[src/rtl/clk_divider_prog_if.sv]
// Bundles the run request, divide factor and status outputs of clk_divider_prog.
// The controller side uses the master modport; the divider uses the slave modport.
interface clk_divider_prog_if #(
  parameter int WIDTH = 8
);
  logic             enable;
  logic [WIDTH-1:0] N;
  logic             out;
  logic             tick;
  logic             n_ack;
  logic             cfg_err;
  logic             busy;

  modport master (
    output enable,
    output N,
    input  out,
    input  tick,
    input  n_ack,
    input  cfg_err,
    input  busy
  );

  modport slave (
    input  enable,
    input  N,
    output out,
    output tick,
    output n_ack,
    output cfg_err,
    output busy
  );
endinterface

[src/rtl/clk_divider_prog.sv]
// Programmable integer clock divider: out = clk / N, N in 2..2^WIDTH-1.
// N and enable are taken only when idle or at the last cycle of a period,
// so a running period is always completed and out never produces a runt.
// Optional build macro CLKDIV_ODD_DUTY50_EN adds a negedge copy of the
// posedge output so odd divide factors come out at exactly 50% duty.
module clk_divider_prog #(
  parameter int WIDTH = 8
) (
  input  logic                  clk,
  input  logic                  reset_n,
  clk_divider_prog_if.slave     bus
);

  typedef enum logic {
    IDLE = 1'b0,
    RUN  = 1'b1
  } state_t;

  state_t           state_q, state_d;
  logic [WIDTH-1:0] cnt_q, cnt_d;
  logic [WIDTH-1:0] nreg_q, nreg_d;
  logic             out_p, out_p_d;
  logic             tick_q, tick_d;
  logic             n_ack_q, n_ack_d;
  logic             cfg_err_q, cfg_err_d;
  logic             start_ok;
  logic             at_boundary;
  logic [WIDTH-1:0] cnt_inc;

  // N of 0 or 1 is never used as a period; 1 is promoted to the minimum of 2.
  function automatic logic [WIDTH-1:0] clamp_n(input logic [WIDTH-1:0] n);
    return (n < WIDTH'(2)) ? WIDTH'(2) : n;
  endfunction

  assign start_ok    = bus.enable && (bus.N != '0);
  assign at_boundary = (cnt_q == (nreg_q - WIDTH'(1)));
  assign cnt_inc     = cnt_q + WIDTH'(1);

  // Next-state and next-output decode; a new period always starts with out high.
  always_comb begin
    state_d   = state_q;
    cnt_d     = cnt_q;
    nreg_d    = nreg_q;
    out_p_d   = out_p;
    tick_d    = 1'b0;
    n_ack_d   = 1'b0;
    cfg_err_d = 1'b0;
    case (state_q)
      IDLE: begin
        out_p_d = 1'b0;
        cnt_d   = '0;
        if (start_ok) begin
          state_d   = RUN;
          nreg_d    = clamp_n(bus.N);
          out_p_d   = 1'b1;
          tick_d    = 1'b1;
          n_ack_d   = 1'b1;
          cfg_err_d = (bus.N == WIDTH'(1));
        end
      end
      RUN: begin
        if (at_boundary) begin
          cnt_d = '0;
          if (start_ok) begin
            nreg_d    = clamp_n(bus.N);
            out_p_d   = 1'b1;
            tick_d    = 1'b1;
            n_ack_d   = 1'b1;
            cfg_err_d = (bus.N == WIDTH'(1));
          end else begin
            state_d = IDLE;
            out_p_d = 1'b0;
          end
        end else begin
          cnt_d   = cnt_inc;
          out_p_d = (cnt_inc < (nreg_q >> 1));
        end
      end
      default: begin
        state_d = IDLE;
        out_p_d = 1'b0;
        cnt_d   = '0;
      end
    endcase
  end

  // State, counter, period register and registered outputs.
  always_ff @(posedge clk) begin
    if (!reset_n) begin
      state_q   <= IDLE;
      cnt_q     <= '0;
      nreg_q    <= '0;
      out_p     <= 1'b0;
      tick_q    <= 1'b0;
      n_ack_q   <= 1'b0;
      cfg_err_q <= 1'b0;
    end else begin
      state_q   <= state_d;
      cnt_q     <= cnt_d;
      nreg_q    <= nreg_d;
      out_p     <= out_p_d;
      tick_q    <= tick_d;
      n_ack_q   <= n_ack_d;
      cfg_err_q <= cfg_err_d;
    end
  end

`ifdef CLKDIV_ODD_DUTY50_EN
  logic out_n;

  // Half-cycle delayed copy of out_p; ORing it stretches the high phase by 0.5 clk.
  always_ff @(negedge clk) begin
    if (!reset_n) begin
      out_n <= 1'b0;
    end else begin
      out_n <= out_p;
    end
  end

  assign bus.out = nreg_q[0] ? (out_p | out_n) : out_p;
`else
  assign bus.out = out_p;
`endif

  assign bus.tick    = tick_q;
  assign bus.n_ack   = n_ack_q;
  assign bus.cfg_err = cfg_err_q;
  assign bus.busy    = (state_q == RUN);

endmodule
[src/flat_wrapper.sv]
// flat-port wrapper written by rule: the top's interface ports become plain ports
module clk_divider_prog_flat 
#(
  parameter int WIDTH = 8
)
  (clk, reset_n, bus_enable, bus_N, bus_out, bus_tick, bus_n_ack, bus_cfg_err, bus_busy);
  clk_divider_prog_if #(.WIDTH(WIDTH)) bus_i ();
  input  logic clk;
  input  logic reset_n;
  input wire logic [$bits(bus_i.enable)-1:0] bus_enable;
  input wire logic [$bits(bus_i.N)-1:0] bus_N;
  output wire logic [$bits(bus_i.out)-1:0] bus_out;
  output wire logic [$bits(bus_i.tick)-1:0] bus_tick;
  output wire logic [$bits(bus_i.n_ack)-1:0] bus_n_ack;
  output wire logic [$bits(bus_i.cfg_err)-1:0] bus_cfg_err;
  output wire logic [$bits(bus_i.busy)-1:0] bus_busy;
  assign bus_i.enable = bus_enable;
  assign bus_i.N = bus_N;
  assign bus_out = bus_i.out;
  assign bus_tick = bus_i.tick;
  assign bus_n_ack = bus_i.n_ack;
  assign bus_cfg_err = bus_i.cfg_err;
  assign bus_busy = bus_i.busy;
  clk_divider_prog #(.WIDTH(WIDTH)) u_core (.clk(clk), .reset_n(reset_n), .bus(bus_i));
endmodule
[config.mk]
export PLATFORM = sky130hd
export DESIGN_NAME = clk_divider_prog_flat
export DESIGN_NICKNAME = d
export VERILOG_FILES = /design/src/rtl/clk_divider_prog_if.sv /design/src/rtl/clk_divider_prog.sv /design/src/flat_wrapper.sv
export SDC_FILE = /design/constraint.sdc
export NUM_CORES = 1
export LEC_CHECK = 0
export ABC_AREA = 1
export CAP_MARGIN = 25
export CORE_UTILIZATION = 59
export CTS_CLUSTER_SIZE = 20
export DETAILED_ROUTE_END_ITERATION = 6
export PLACE_DENSITY = 0.84
export SYNTH_ARGS = -nofsm -noshare
export SYNTH_HDL_FRONTEND = slang
export SYNTH_SLANG_ARGS = --single-unit
export TNS_END_PERCENT = 1
[constraint.sdc]
create_clock -name clk -period 3.6 [get_ports clk]
set_input_delay 0.72 -clock clk [delete_from_list [all_inputs] [get_ports clk]]
set_output_delay 0.72 -clock clk [all_outputs]
set_load 0.01 [all_outputs]
Word-level counts from Yosys, hierarchy flattened
Index checks and enable logic that the tools add are counted.

Register bits: 20. Output and inout bits: 5. Word-level logic and storage cells: 32. Input bits: 11.

Add/sub/neg operators: 2. Reductions and logical operators: 2. Order comparisons: 2. Equal/unequal tests: 3. Multiplexer cells: 16. Bitwise logic cells: 1.

Operator list (count): 2-to-1 mux 8 bit (4); case mux 8 bit (2 select lines) (2); adder 8 x 1 -> 8 bit (second input constant) (1); equality test 8 x 1 -> 1 bit (second input constant) (1); equality test 8 bit (1); < comparator 8 x 2 -> 1 bit (second input constant) (1); < comparator 8 x 7 -> 1 bit (1); case mux 1 bit (2 select lines) (4); nonzero test 8 bit (1); subtractor 8 x 1 -> 8 bit (second input constant) (1); 2-to-1 mux 1 bit (6); != test 2 bit (second input constant) (1); logical AND 1 bit (1); inverter 1 bit (1).

Logic depth before layout (Yosys ltp)
Gate-level depths: netlist (run 1).

Depth in word-level cells: 5. Mapped depth: 15. Depth with buffers taken out: 14.

Least setup slack after synthesis (run 1)
No wires, ideal clock.

Kind: input to register. From: input bus_N[4]. To: register u_core.nreg_q[2]. Setup time: 0.115 ns. Setup slack: 1.701 ns. Cell stages on the path: 9. Data arrival time: 1.784 ns. Buffers on the path: 2. Data required time: 3.485 ns. Cells stage by stage: inv_1 -> nand4_1 -> nor3_1 -> inv_1 -> o21a_1 -> buf_2 -> buf_6 -> a21oi_1 -> nor2_1.

Cells in the longest elaborated chain, start to end: 5. Elaborated cells on any way between the ends: 7. Classes of those cells: order compare (1); mux (4); reduce/logical (2).

Ends and longest elaborated chain: start: declaration (RTL line flat_wrapper.sv:11) `input wire logic [$bits(bus_i.N)-1:0] bus_N;`; < comparator 8 x 2 -> 1 bit / nonzero test 8 bit (equally long branches) (RTL line clk_divider_prog.sv:32, clk_divider_prog.sv:35); 2-to-1 mux 8 bit / logical AND 1 bit (equally long branches) (RTL line clk_divider_prog.sv:32, clk_divider_prog.sv:35); 2-to-1 mux 8 bit (*) (RTL line clk_divider_prog.sv:52, clk_divider_prog.sv:64); 2-to-1 mux 8 bit (RTL line clk_divider_prog.sv:62) `if (at_boundary) begin`; case mux 8 bit (2 select lines) (*) (RTL line clk_divider_prog.sv:48) `case (state_q)`; end signal: assignment (RTL line clk_divider_prog.sv:100) `nreg_q <= nreg_d;`; end: declaration (RTL line clk_divider_prog.sv:21) `logic [WIDTH-1:0] nreg_q, nreg_d;`.

Mark *: on every way between the ends. The rest lies on a longest branch, timed or not. The select of a mux whose other input is x is not followed. A chain may end at the register's enable or synchronous reset.

Worst setup path after layout (run 1)
From: input bus_N[5]. To: register u_core.nreg_q[3].

Same word-level chain as after synthesis.

==> run metrics, run 1 <==
antenna fix cells=0; Fin Setup TNS=0 ns; RSZ-0062 raised after global routing=false; FF-to-FF setup slack=1.66 ns; hold depth=1; Hold Crit Class=flop to flop; global-route wire length before repair=about 4300 um; Top Ports=16; per-cell routed wire length=approximately 10 um; worst-margin pin slew=0.562 ns; WHS=between 0.5 and 0.6 ns; GRT busiest layer=met2; sequential share of power=0.491; # setup viols final=0; Worst path max stage delay=~0.40 ns; Die ar.=2420 sq um; Worst R2R Start=u_core.nreg_q[0]$_SDFFE_PN0P_; I/O Buffers=15; post-DR vias/cell=between 5 and 6; WHS Endpoint=u_core.cnt_q[0]$_SDFF_PP0_; met2 Use GR=0.418; GRT Overall Usage=0.228; num rows=16; Util after Layout=0.735; Worst setup startpoint=bus_N[5]; pre-CTS worst setup slack=1.19 ns; Final GP Congestion=between 0.8 and 0.9; DR DRC count=0; skew final=around 0.012 ns; CTS buffer count=3; CP Class=input pin to flop; Crit Path Max Fanout=18; Synth cell types=25; initial antenna violation count=0; Post-DP Area=roughly 1500 sq um; core area=2020 sq um; CTS clk-pin slew, worst paths=0.11 ns; Clock power frac=0.257; Setup crit end kind=flop; Setup crit start kind=input pin; htree depth=1; P_leak=about 0.73 nW; #FFs+latches synth=20; Detail Placement HPWL=approximately 1900 um; met3 GRT Util=0.0374; GRT overflow=0; TritonRoute pass-1 iters=4; CTS Buffer Depth=2; NetSw=0.155 mW; final worst slack=about 1.5 ns; Logic pwr share=0.252; M1 GR Usage=0.269; worst vdd ir=about 0.23 mV; fin crit period=2.11 ns; cell family with most CP delay=compound AO/OA/AOI/OAI gates; CTS Sinks=20; Avg Inst Size Synth=between 6 and 7 sq um; CP dominant cell by count=inv_1; CTS tree=built; Vert. Die Dim=about 49 um; Multi-input gate area=roughly 740 sq um; ANT nets after route=0; WP data arrival=around 2.3 ns; r2r worst-path depth=14; pwr dens=about 340 nW/um^2; Root Buffer Master=clkbuf_4; critical path, cell by cell=clkdlybuf4s50_1 -> inv_1 -> nand4_1 -> nor3_1 -> inv_1 -> o21a_1 -> a21oi_1 -> nor2_1; prevailing post-synth register cell=dfxtp_1; max-cap violations=0; Int Power=between 0.3 and 0.4 mW; Final Hold Fails=0; largest net degree at the start of global routing=19; Final Routed Wirelength=approximately 2400 um; FF-to-FF End=u_core.nreg_q[0]$_SDFFE_PN0P_; 1st-iter DRT viols=18; area grow syn2layout=13.4%; Tcrit/Tclk final=0.586; final net count=around 230; Mapped Area=1310 sq um; post-synthesis async set-or-reset flop share=0; outcome=complete, no violations; vias in the first global route=1093; post-synthesis net count=220; final instance area=between 1000 and 1500 sq um; register area=about 400 sq um; critical path required time=between 3 and 4 ns; hold_buf cts=0; layout cells sized above 1=0.0654; # fillers=between 150 and 200; postcts setup bufs=0; later-pin clock latency in the skew report=around 0.30 ns; max_slew headroom=0.625; Ys Warns=0; Post-synth EDFFs=0; HP Start=u_core.cnt_q[0]$_SDFF_PP0_; Seq/Total Area, Yosys=0.305; die width=between 40 and 50 um; Starting Density=0.649; Vias=about 1200; Buf+Inv Stages, Crit Path=3; CP max stage cell=clkdlybuf4s50_1; Mapped Cells=201; fmax=about 0.47 GHz; fin. max-slew vios=0; switching portion of total power=0.306; # resized after CTS=0
## worst reg2reg max path, stage by stage, from the launching register on
cell	delay, ns
dfxtp_1	0.45
inv_1	0.11
ha_1	0.26
inv_1	0.08
nand2_1	0.05
nand3_1	0.08
nand2_1	0.05
inv_1	0.05
nand3_1	0.08
nor2_1	0.14
nand2_2	0.10
nand2_4	0.17
nand3_1	0.11
nand2_1	0.09
nor2_1	0.04
## power by group through the flow
stage	clock network [mW]	logic, mW	registers (mW)
5_1_grt	0.141	0.146	0.251
3_3_place_gp	0	0.123	0.253
6_report	0.130	0.127	0.249
3_5_place_dp	0	0.127	0.253
4_1_cts	0.133	0.128	0.248
2_1_floorplan	0	0.0978	0.250
## layer usage
layer | vias to the layer above | routed length (um)
met4 | 0 | 13
li1 | 650 | -
met5 | - | 0
met3 | 2 | 47
met2 | 13 | 1230
met1 | 550 | 1150
## per-stage QoR
stage                     total power [mW]  instances
after detailed placement             0.380        237
final                                0.506        241
after floorplan                      0.348        201
after global placement               0.376        237
after CTS                            0.509        241
after global routing                 0.538        241
## logic make-up (layout without fill, tap and decap cells)
logic type               after synthesis  after routing  synth area share
flip-flops                            20             20             0.305
AND/OR/NAND/NOR                      109            109             0.365
AO/OA/AOI/OAI                         16             16            0.0649
XOR/XNOR                               9              9            0.0601
buffers and inverters                 39             52             0.129
adder cells (fa/ha/maj)                8              8            0.0763
## placed cells by master (no fill, tap or decap), types with 3 or more instances in the layout
master / instances
nand3_1: 19
nor3_1: 3
inv_1: 32
xor2_1: 7
dfxtp_1: 20
nor2_1: 30
clkdlybuf4s50_1: 15
ha_1: 8
a21oi_1: 10
nor2_2: 4
nand2_1: 46
o21ai_0: 3
clkbuf_4: 3
## flip-flops by register name (all words and copies together) (netlist names)
signal,count
u_core.bus.n_ack,1
u_core.bus.busy,1
u_core.bus.cfg_err,1
u_core.nreg_q,8
u_core.bus.out,1
u_core.cnt_q,8
## final cells by class
class,count,share of cell area
Tap cell,27,0.0227
Clock buffer,4,0.0244
Inverter,33,0.0833
Timing Repair Buffer,15,0.101
Sequential cell,20,0.269
Multi-Input combinational cell,142,0.499
## worst max-delay path by stage
stage / end / cells after the start
floorplan: u_core.nreg_q[2]$_SDFFE_PN0P_ / 9
global route: u_core.nreg_q[7]$_SDFFE_PN0P_ / 9
detailed placement: u_core.nreg_q[1]$_SDFFE_PN0P_ / 8
CTS: u_core.nreg_q[1]$_SDFFE_PN0P_ / 8
global placement: u_core.nreg_q[2]$_SDFFE_PN0P_ / 8
finish: u_core.nreg_q[3]$_SDFFE_PN0P_ / 8
## synth_stat cells, types with 2 or more instances
master / n / share of area
nand2_1: 46 / 0.13
inv_1: 32 / 0.092
nor2_1: 30 / 0.086
dfxtp_1: 20 / 0.31
nand3_1: 19 / 0.073
a21oi_1: 10 / 0.038
ha_1: 8 / 0.076
xor2_1: 7 / 0.047
nor2_2: 4 / 0.019
nor3_1: 3 / 0.011
o21ai_0: 3 / 0.011
buf_2: 2 / 0.0076
buf_6: 2 / 0.017
nand2_2: 2 / 0.0095
nand3_2: 2 / 0.015
xnor2_1: 2 / 0.013
Power figures use the tool's default switching activity.
==> run 2, diff against run 1 <==
--- a/config.mk
+++ b/config.mk
@@ -7,10 +7,10 @@
 export LEC_CHECK = 0
 export ABC_AREA = 1
 export CAP_MARGIN = 25
-export CORE_UTILIZATION = 59
+export CORE_UTILIZATION = 54
 export CTS_CLUSTER_SIZE = 20
 export DETAILED_ROUTE_END_ITERATION = 6
-export PLACE_DENSITY = 0.84
+export PLACE_DENSITY = 0.78
 export SYNTH_ARGS = -nofsm -noshare
 export SYNTH_HDL_FRONTEND = slang
 export SYNTH_SLANG_ARGS = --single-unit
==> constraint.sdc (replaced) <==
create_clock -name clk -period 2.2 [get_ports clk]
set_input_delay 0.44 -clock clk [delete_from_list [all_inputs] [get_ports clk]]
set_output_delay 0.44 -clock clk [all_outputs]
set_load 0.01 [all_outputs]
==> run 2 against run 1 <==
- register-to-register slack got worse by 1.4 ns
- design area rose by 2.2%
- routed wire length rose by 5.1%
- die area rose by 8.9%
- critical endpoint is now u_core.nreg_q[7]$_SDFFE_PN0P_
- sequential share of layout area fell by 0.58 points
- worst hold slack got worse by 0.0017 ns
- critical path depth rose by 6
- highest routed layer unchanged
- cell count rose by 1.2%
- clock power rose by 140%
- total power rose by 83%
- combinational power rose by 67%
- first-iteration DRC count fell by 11%
==> run metrics, run 2 (synthesized netlist as in run 1, its figures left out) <==
outcome=complete, no violations; Top Ports=16; P_leak=about 0.74 nW; CTS Buffer Depth=2; Util after Layout=0.674; I/O Buffers=15; WP data arrival=2.15 ns; core area=around 2300 sq um; hold_buf cts=0; # resized after CTS=0; most frequent cells in the layout=nand2_1, inv_1, nor2_1, dfxtp_1, nand3_1; per-cell routed wire length=~10 um; Fin Setup TNS=0 ns; Vias=1223; area grow syn2layout=15.8%; skew final=about 0.0023 ns; Root Buffer Master=clkbuf_4; sequential share of power=0.439; num rows=17; Detail Placement HPWL=just over 2000 um; switching portion of total power=0.285; Regs by FF count=u_core.cnt_q x8, u_core.nreg_q x8; Final GP Congestion=approximately 0.83; die width=between 50 and 60 um; Final Hold Fails=0; Hold Crit Class=flop to flop; CTS tree=built; worst vdd ir=~0.61 mV; final worst slack=between 0.2 and 0.3 ns; Tcrit/Tclk final=0.879; fin. max-slew vios=0; Die ar.=between 2000 and 3000 sq um; CTS Sinks=20; worst-margin pin slew=0.559 ns; final net count=around 240; global-route wire length before repair=approximately 4600 um; GRT Overall Usage=0.231; htree depth=1; critical path required time=2.42 ns; CP Class=flop to flop; 1st-iter DRT viols=16; max-cap violations=0; fin crit period=between 1.5 and 2 ns; RSZ-0062 raised after global routing=false; postcts setup bufs=0; ANT nets after route=0; Vert. Die Dim=between 50 and 60 um; later-pin clock latency in the skew report=0.31 ns; layout cells sized above 1=0.0741; Clock power frac=0.332; Post-DP Area=1470 sq um; CTS buffer count=3; Logic pwr share=0.229; Crit Path Max Fanout=18; vias in the first global route=around 1200; WHS=just over 0.5 ns; pre-CTS worst setup slack=between 0.1 and 0.15 ns; Int Power=around 0.66 mW; fmax=0.517 GHz; # setup viols final=0; post-DR vias/cell=5.01; Setup crit start kind=flop; GRT overflow=0; Final Routed Wirelength=between 2000 and 3000 um; Setup crit end kind=flop; most common cell after layout, fill and taps aside=nand2_1; max_slew headroom=0.627; CTS clk-pin slew, worst paths=0.12 ns; initial antenna violation count=0; # fillers=211; TritonRoute pass-1 iters=4; NetSw=0.264 mW; final instance area=1520 sq um; antenna fix cells=0; largest net degree at the start of global routing=19; pwr dens=just over 600 nW/um^2; DR DRC count=0; Starting Density=0.582
## run 2: cell types whose count changed in the layout (fill, tap and decap cells not counted), sizes merged
cell    change
buf         +2
bufinv      +1
clkbuf      -1
## run 2: final cells by class
| cell class | instances | area (sq um) | share of cell area |
|---|---|---|---|
| clock buffer | 3 | 22.5 | 0.0148 |
| clock inverter | 1 | 30.0 | 0.0198 |
| inverter | 33 | 124 | 0.0815 |
| multi-input combinational | 142 | 742 | 0.488 |
| sequential | 20 | 400 | 0.264 |
| tap | 28 | 35.0 | 0.0231 |
| timing repair buffer | 17 | 165 | 0.109 |
## run 2: per-stage QoR
step / instances / power, mW
floorplan: 201 / 0.569
global route: 244 / 0.980
global placement: 240 / 0.618
finish: 244 / 0.924
CTS: 244 / 0.924
detailed placement: 240 / 0.625
## run 2: power groups by stage
stage / Clock (mW) / Sequential, mW / Combinational, mW
floorplan: 0 / 0.409 / 0.160
global placement: 0 / 0.414 / 0.204
detailed placement: 0 / 0.413 / 0.212
CTS: 0.306 / 0.405 / 0.213
global route: 0.328 / 0.409 / 0.244
finish: 0.307 / 0.405 / 0.212
## run 2: worst paths after layout
kind / slack, ns / start / cells past startpoint / end
setup / recovery: 0.27 / u_core.nreg_q[0]$_SDFFE_PN0P_ / 14 / u_core.nreg_q[7]$_SDFFE_PN0P_
setup reg to reg: 0.27 / u_core.nreg_q[0]$_SDFFE_PN0P_ / 14 / u_core.nreg_q[7]$_SDFFE_PN0P_
hold reg to reg: 0.51 / u_core.cnt_q[0]$_SDFF_PP0_ / 1 / u_core.cnt_q[0]$_SDFF_PP0_
hold / removal: 0.51 / u_core.cnt_q[0]$_SDFF_PP0_ / 1 / u_core.cnt_q[0]$_SDFF_PP0_
## run 2: worst max-delay path, cell delays in order (launching register included)
cell	delay [ns]
dfxtp_1	0.42
inv_1	0.10
ha_1	0.26
inv_1	0.09
nand2_1	0.05
nand3_1	0.08
nand2_1	0.05
inv_1	0.05
nand3_1	0.07
nor2_1	0.15
nand2_2	0.11
nand2_4	0.17
nand3_1	0.11
nand2_1	0.09
nor2_1	0.04
## run 2: layer usage
layer | vias up | share of wire | global-route usage
met1 | 546 | 0.44 | 0.264
li1 | 648 | - | -
met3 | 2 | 0.038 | 0.0387
met5 | - | 0 | 0
met4 | 0 | 0.0066 | 0.0856
met2 | 27 | 0.51 | 0.425
